$ cat src/rtl/oscan1_pkg.sv
// Shared OScan1 definitions used by the host-side encoder and the target-side decoder.
// Holds the JScan opcode set, TCKC timing default and frame-length constants.
package oscan1_pkg;

  localparam int HALF_DIV_DEFAULT = 4;
  localparam int OAC_PERIODS      = 8;
  localparam int JSCAN_BITS       = 4;
  localparam int STUFF_ONES       = 5;

  typedef enum logic [3:0] {
    JS_OSCAN_OFF = 4'h0,
    JS_OSCAN_ON  = 4'h1,
    JS_SELECT    = 4'h2,
    JS_DESELECT  = 4'h3,
    JS_SF_SELECT = 4'h4,
    JS_READ_ID   = 4'h5,
    JS_NOOP      = 4'hF
  } jscan_op_e;

  typedef enum logic [2:0] {
    ST_IDLE     = 3'd0,
    ST_OAC      = 3'd1,
    ST_JSCAN    = 3'd2,
    ST_SF0_DATA = 3'd3,
    ST_SF0_TDO  = 3'd4,
    ST_STUFF    = 3'd5
  } host_state_e;

endpackage

$ cat src/rtl/oscan1_tckc_gen.sv
// TCKC half-period generator: low half then high half, HALF_DIV clk cycles each.
// rise_o marks the last low cycle, fall_o the last high cycle (period end).
module oscan1_tckc_gen
  import oscan1_pkg::*;
#(
  parameter int HALF_DIV = HALF_DIV_DEFAULT
) (
  input  logic clk,
  input  logic rst_n,
  input  logic run_i,
  output logic tckc_o,
  output logic rise_o,
  output logic fall_o
);

  localparam logic [7:0] RELOAD = 8'(HALF_DIV - 1);

  logic [7:0] cnt_q, cnt_d;
  logic       tckc_q, tckc_d;
  logic       tc;

  assign tc = (cnt_q == 8'd0);

  // Idle preloads the counter so the first low half after start is full length.
  always_comb begin
    cnt_d  = cnt_q;
    tckc_d = tckc_q;
    if (!run_i) begin
      cnt_d  = RELOAD;
      tckc_d = 1'b0;
    end else if (tc) begin
      cnt_d  = RELOAD;
      tckc_d = ~tckc_q;
    end else begin
      cnt_d = cnt_q - 8'd1;
    end
  end

  always_ff @(posedge clk or negedge rst_n) begin
    if (!rst_n) begin
      cnt_q  <= 8'd0;
      tckc_q <= 1'b0;
    end else begin
      cnt_q  <= cnt_d;
      tckc_q <= tckc_d;
    end
  end

  assign tckc_o = tckc_q;
  assign rise_o = run_i & tc & ~tckc_q;
  assign fall_o = run_i & tc & tckc_q;

endmodule

$ cat src/rtl/oscan1_host_encoder.sv
// cJTAG OScan1 host encoder: turns OAC+JScan and SF0 scan-bit commands into TCKC/TMSC.
//   state    | meaning
//   IDLE     | tckc low, TMSC released, ready for a command
//   OAC      | 8 periods of TMSC=1 (escape / activation code)
//   JSCAN    | 4 periods carrying the opcode, LSB first
//   SF0_DATA | one period: TMS in low half, TDI in high half
//   STUFF    | one period of TMSC=0 after five consecutive TDI=1 bits
//   SF0_TDO  | one period with TMSC released, target drives TDO
module oscan1_host_encoder
  import oscan1_pkg::*;
#(
  parameter int HALF_DIV = HALF_DIV_DEFAULT
) (
  input  logic       clk,
  input  logic       rst_n,
  input  logic       cmd_valid,
  output logic       cmd_ready,
  input  logic       cmd_kind,
  input  logic [3:0] cmd_jscan,
  input  logic       cmd_tms,
  input  logic       cmd_tdi,
  output logic       rsp_valid,
  output logic       rsp_tdo,
  output logic       tckc,
  output logic       tmsc_out,
  output logic       tmsc_oen,
  input  logic       tmsc_in,
  output logic       oscan_on,
  output logic       cmd_err
);

  localparam logic [2:0] JS_LAST = 3'(JSCAN_BITS - 1);

  host_state_e state_q, state_d;
  logic [2:0]  cnt_q, cnt_d;
  logic [3:0]  op_q, op_d;
  logic        tms_q, tms_d, tdi_q, tdi_d;
  logic [2:0]  ones_q, ones_d, ones_inc;
  logic        oscan_q, oscan_d;
  logic        rsp_valid_q, rsp_valid_d, rsp_tdo_q, rsp_tdo_d;
  logic        err_q, err_d;
  logic        hi_q, hi_d;
  logic        rdy_q;
  logic [1:0]  sync_q;
  logic        run, rise, fall, accept;
  logic [1:0]  bit_idx;

  assign run       = (state_q != ST_IDLE);
  assign cmd_ready = rdy_q && (state_q == ST_IDLE);
  assign accept    = cmd_valid && cmd_ready;
  assign bit_idx   = 2'(JS_LAST - cnt_q);
  assign ones_inc  = ones_q + 3'd1;

  oscan1_tckc_gen #(.HALF_DIV(HALF_DIV)) u_tckc (
    .clk   (clk),
    .rst_n (rst_n),
    .run_i (run),
    .tckc_o(tckc),
    .rise_o(rise),
    .fall_o(fall)
  );

  always_comb begin
    state_d     = state_q;
    cnt_d       = cnt_q;
    op_d        = op_q;
    tms_d       = tms_q;
    tdi_d       = tdi_q;
    ones_d      = ones_q;
    oscan_d     = oscan_q;
    rsp_valid_d = 1'b0;
    rsp_tdo_d   = rsp_tdo_q;
    err_d       = 1'b0;
    hi_d        = hi_q;
    tmsc_out    = 1'b0;
    tmsc_oen    = 1'b0;

    if (!run || fall) hi_d = 1'b0;
    else if (rise)    hi_d = 1'b1;

    unique case (state_q)
      ST_IDLE: begin
        if (accept) begin
          if (!cmd_kind) begin
            state_d = ST_OAC;
            cnt_d   = 3'(OAC_PERIODS - 1);
            op_d    = cmd_jscan;
            ones_d  = 3'd0;
          end else if (oscan_q) begin
            state_d = ST_SF0_DATA;
            tms_d   = cmd_tms;
            tdi_d   = cmd_tdi;
          end else begin
            err_d = 1'b1;
          end
        end
      end
      ST_OAC: begin
        tmsc_out = 1'b1;
        tmsc_oen = 1'b1;
        if (fall) begin
          if (cnt_q == 3'd0) begin
            state_d = ST_JSCAN;
            cnt_d   = JS_LAST;
          end else begin
            cnt_d = cnt_q - 3'd1;
          end
        end
      end
      ST_JSCAN: begin
        tmsc_out = op_q[bit_idx];
        tmsc_oen = 1'b1;
        if (fall) begin
          if (cnt_q == 3'd0) begin
            state_d = ST_IDLE;
            if (op_q == JS_OSCAN_ON || op_q == JS_SF_SELECT) oscan_d = 1'b1;
            else if (op_q == JS_OSCAN_OFF)                   oscan_d = 1'b0;
          end else begin
            cnt_d = cnt_q - 3'd1;
          end
        end
      end
      ST_SF0_DATA: begin
        tmsc_out = hi_q ? tdi_q : tms_q;
        tmsc_oen = 1'b1;
        if (fall) begin
          state_d = ST_SF0_TDO;
          if (tdi_q) begin
            ones_d = ones_inc;
            if (ones_inc == 3'(STUFF_ONES)) state_d = ST_STUFF;
          end else begin
            ones_d = 3'd0;
          end
        end
      end
      ST_STUFF: begin
        tmsc_oen = 1'b1;
        if (fall) begin
          state_d = ST_SF0_TDO;
          ones_d  = 3'd0;
        end
      end
      ST_SF0_TDO: begin
        // TDO is captured on the last high-half cycle, after the 2-flop synchroniser.
        if (fall) begin
          state_d     = ST_IDLE;
          rsp_valid_d = 1'b1;
          rsp_tdo_d   = sync_q[1];
        end
      end
      default: state_d = ST_IDLE;
    endcase
  end

  always_ff @(posedge clk or negedge rst_n) begin
    if (!rst_n) begin
      state_q     <= ST_IDLE;
      cnt_q       <= 3'd0;
      op_q        <= 4'd0;
      tms_q       <= 1'b0;
      tdi_q       <= 1'b0;
      ones_q      <= 3'd0;
      oscan_q     <= 1'b0;
      rsp_valid_q <= 1'b0;
      rsp_tdo_q   <= 1'b0;
      err_q       <= 1'b0;
      hi_q        <= 1'b0;
      rdy_q       <= 1'b0;
      sync_q      <= 2'b00;
    end else begin
      state_q     <= state_d;
      cnt_q       <= cnt_d;
      op_q        <= op_d;
      tms_q       <= tms_d;
      tdi_q       <= tdi_d;
      ones_q      <= ones_d;
      oscan_q     <= oscan_d;
      rsp_valid_q <= rsp_valid_d;
      rsp_tdo_q   <= rsp_tdo_d;
      err_q       <= err_d;
      hi_q        <= hi_d;
      rdy_q       <= 1'b1;
      sync_q      <= {sync_q[0], tmsc_in};
    end
  end

  assign rsp_valid = rsp_valid_q;
  assign rsp_tdo   = rsp_tdo_q;
  assign oscan_on  = oscan_q;
  assign cmd_err   = err_q;

endmodule
$ cat config.mk
export PLATFORM = sky130hd
export DESIGN_NAME = oscan1_host_encoder
export DESIGN_NICKNAME = d
export VERILOG_FILES = /design/src/rtl/oscan1_pkg.sv /design/src/rtl/oscan1_tckc_gen.sv /design/src/rtl/oscan1_host_encoder.sv
export SDC_FILE = /design/constraint.sdc
export NUM_CORES = 1
export LEC_CHECK = 0
export ABC_AREA = 1
export BUFFER_PORTS_ARGS = -buffer_cell sky130_fd_sc_hd__buf_2
export CORE_MARGIN = 2
export CORE_UTILIZATION = 55
export CTS_CLUSTER_SIZE = 28
export DETAILED_ROUTE_END_ITERATION = 7
export PLACE_DENSITY = 0.78
export SYNTH_ARGS = -nofsm -noshare
export SYNTH_HDL_FRONTEND = slang
export SYNTH_SLANG_ARGS = --single-unit
$ cat constraint.sdc
create_clock -name clk -period 1.85 [get_ports clk]
set_input_delay 0 -clock clk [delete_from_list [all_inputs] [get_ports clk]]
set_output_delay 0 -clock clk [all_outputs]
set_load 0.03 [all_outputs]
==> run_results.csv <==
group,metric,value,unit
setup_path,critPathTopFamily,"simple AND/OR/NAND/NOR gates",
floorplanning,io_pins,19,
grt,antenna_found_initial,0,
setup_path,end_kind,"register",
drt,routedWlPerCell,11.4,um
sta,finalHoldViolations,0,
worst_hold_path,min_path_type,"primary input to asynchronous set/reset pin",
yosys,synth_area_per_cell,7.86,um2
sta,finClkSkew,0.00766,ns
pwr,total_power,3350,uW
drt,drt_iter0_markers,115,
grt,grt_pass1_wl,5730,um
drt,vias_per_cell,4.85,
cts,cts_setup_buffers,0,
sta,fin_tns_setup,0,ns
sta,fin_crit,1.65,ns
floorplanning,core,3080,um2
setup_path,critPathLaunchType,"register",
setup_path,r2r_start,"state_q[0]",
pwr,sequentialPowerShare,0.332,
sta,timing.fmax,606,MHz
yosys,yosysWarnings,0,
cts,clock-sinks,32,
final_layout,layout_commonest_cell,"nand2_1",
yosys,netlist_area,1810,um2
drt,final_antenna_net_count,0,
cts,path_clk_slew,0.11,ns
drt,routed_wl,3520,um
final_layout,syn2layout_area_growth,16.7,%
setup_path,crit_path_max_fanout,11,
cts,cts_tree,"built",
grt,gr-total-overflow,0,
placed_design,place.gp.congestion,0.852,
grt,grt_pass1_vias,1379,
cts,max-clock-path-buffers,2,
final_layout,drive_above_1_share,0.197,
cts,h-tree-depth,2,
floorplanning,rows,20,
final_layout,final_util,0.686,
final_layout,antennaDiodeCount,0,
yosys,synth.distinct_cells,23,
drt,drc,0,
cts,cts_hold_buffers,10,
yosys,ys_seq_area_frac,0.443,
setup_path,slowest_delay,0.49,ns
pwr,p_per_area,1590,nW/um2
cts,ctsResizeCount,0,
setup_path,crit_slowest_cell,"dfrtp_1",
placed_design,place_ws,0.226,ns
placed_design,hpwl,2580,um
placed_design,io_buffer_count,18,
sta,setup-violations-final,0,
pwr,power.share.clock,0.163,
setup_path,crit_required,2.08,ns
sta,rsz0062_at_grt,"no",
floorplanning,die_h,61.3,um
setup_path,crit_arrival,1.87,ns
floorplanning,start_util,0.587,
yosys,synthCells,230,
setup_path,r2r_slack,0.20,ns
setup_path,worstSetupPathType,"register to register",
yosys,synth_ff_type,"dfrtp_1",
setup_path,reg2reg_depth,6,
sta,fin_crit_sh,0.891,
pwr,pwr-share-comb,0.505,
grt,grt_usage,0.215,
setup_path,r2r_end,"tdi_q",
sta,relSlewSlack,0.542,
floorplanning,die_area,3760,um2
job,max_cap_violations,0,
yosys,syn-num-nets,247,
setup_path,worstPathCellList,"inv_1 -> nand2_2 -> nor2_4 -> nand2_1 -> nor3_2 -> o21ai_0",
cts,numCtsBuffers,5,
sta,drv_slew,0,
pwr,p_leak,0.00112,uW
pwr,ir_worst_vdd,0.985,mV
pwr,cellInternalPower,1760,uW
sta,worst_slack,0.201,ns
cts,clk_latency,0.35,ns
drt,dr.pass1.iters,4,
final_layout,final_cell_mix,"nand2_1 (61), dfrtp_1 (32), inv_1 (27), nor2_1 (21), nand3_1 (20)",
drt,num_vias,1494,
outcome,status,"finished, final reports clean",
pwr,switchingPower,1590,uW
yosys,synth_edf_count,0,
yosys,synthArstFlopShare,1.00,
setup_path,crit_buf_inv,1,
pwr,sw_frac_of_total,0.475,
final_layout,final_nets,280,
yosys,ys_ff_latch,32,
cts,cts-root-buf,"clkbuf_4",
sta,max_slew.worst_pin.slew,0.687,ns
floorplanning,fp.dieW,61.3,um
grt,grt_max_degree,33,
## sequential cells by signal, summed over array words and instances (netlist names)
| name | count |
|---|---|
| u_tckc.tckc_o | 1 |
| tms_q | 1 |
| u_tckc.cnt_q | 8 |
| sync_q | 2 |
| rdy_q | 1 |
| ones_q | 3 |
| cmd_err | 1 |
| tdi_q | 1 |
| state_q | 3 |
| oscan_on | 1 |
| op_q | 4 |
| rsp_valid | 1 |
| cnt_q | 3 |
| rsp_tdo | 1 |
| hi_q | 1 |
## layer usage
layer / vias to the layer above / wire, um / GRT usage
met5: - / 0 / 0
met4: 0 / 55 / 0.0821
met3: 6 / 119 / 0.0567
met2: 20 / 1670 / 0.363
met1: 675 / 1670 / 0.263
li1: 793 / - / -
## cell families (layout without fill, tap and decap cells)
kind of cell,after synthesis,count (layout),synth area share
AO/OA/AOI/OAI,25,25,0.0858
XOR/XNOR,5,5,0.0242
adder cells (fa/ha/maj),6,6,0.0415
buffers and inverters,34,68,0.0789
flip-flops,32,32,0.443
other,1,1,0.00207
AND/OR/NAND/NOR,127,127,0.325
## worst max path at each step
stage / slack [ns] / start / to / cells after the start
after detailed placement: 0.23 / state_q[0] / tms_q / 6
final: 0.20 / state_q[0] / tdi_q / 6
after global routing: 0.07 / state_q[0] / tdi_q / 7
after CTS: 0.19 / state_q[2] / tms_q / 6
after floorplan: 0.39 / state_q[0] / state_q[1] / 9
after global placement: 0.24 / state_q[0] / tms_q / 6
## area by class of cell
class | count | area [um2]
Tap cell | 44 | 55.1
Clock buffer | 5 | 37.5
Multi-Input combinational cell | 164 | 865
Sequential cell | 32 | 801
Clock inverter | 3 | 42.5
Timing Repair Buffer | 28 | 190
Inverter | 32 | 120
Fill cell | 247 | 967
## per-stage QoR
| step | instances | area (um2) | hold slack, ns |
|---|---|---|---|
| floorplan | 230 | 1810 | -0.296 |
| detailed placement | 290 | 1930 | 0.0827 |
| global placement | 290 | 1930 | 0.0909 |
| global route | 308 | 2110 | 0.291 |
| CTS | 308 | 2110 | 0.236 |
| finish | 308 | 2110 | 0.243 |
## power groups by stage
stage	Combinational, uW	Sequential, uW	Clock [uW]
floorplan	1400	1090	0
global placement	1660	1120	0
detailed placement	1680	1120	0
CTS	1700	1110	562
global route	1920	1140	585
finish	1690	1110	547
## Yosys cell counts (2+ instances only)
cell     instances  area, um2
o21ai_0         14       70.1
a21oi_1          6       30.0
inv_1           27        101
ha_1             6       75.1
xor2_1           5       43.8
nor2_2           3       18.8
nand2_1         61        229
nand3_1         20        100
dfrtp_1         32        801
nand2_2          8       50.1
o21ai_2          2       17.5
inv_2            5       18.8
buf_6            2       22.5
nor2_4           4       45.0
nor2_1          21       78.8
nor3_1           4       20.0
nand4_1          4       25.0
## worst register-to-register path: cells and delay by family (launching register included)
kind	cells	cell delay, ns
and+or+nand+nor	4	0.73
DFF	1	0.49
buffers and inverters	1	0.18
AOI/OAI and AO/OA	1	0.13
No activity file was read; power rests on OpenSTA's default activity.
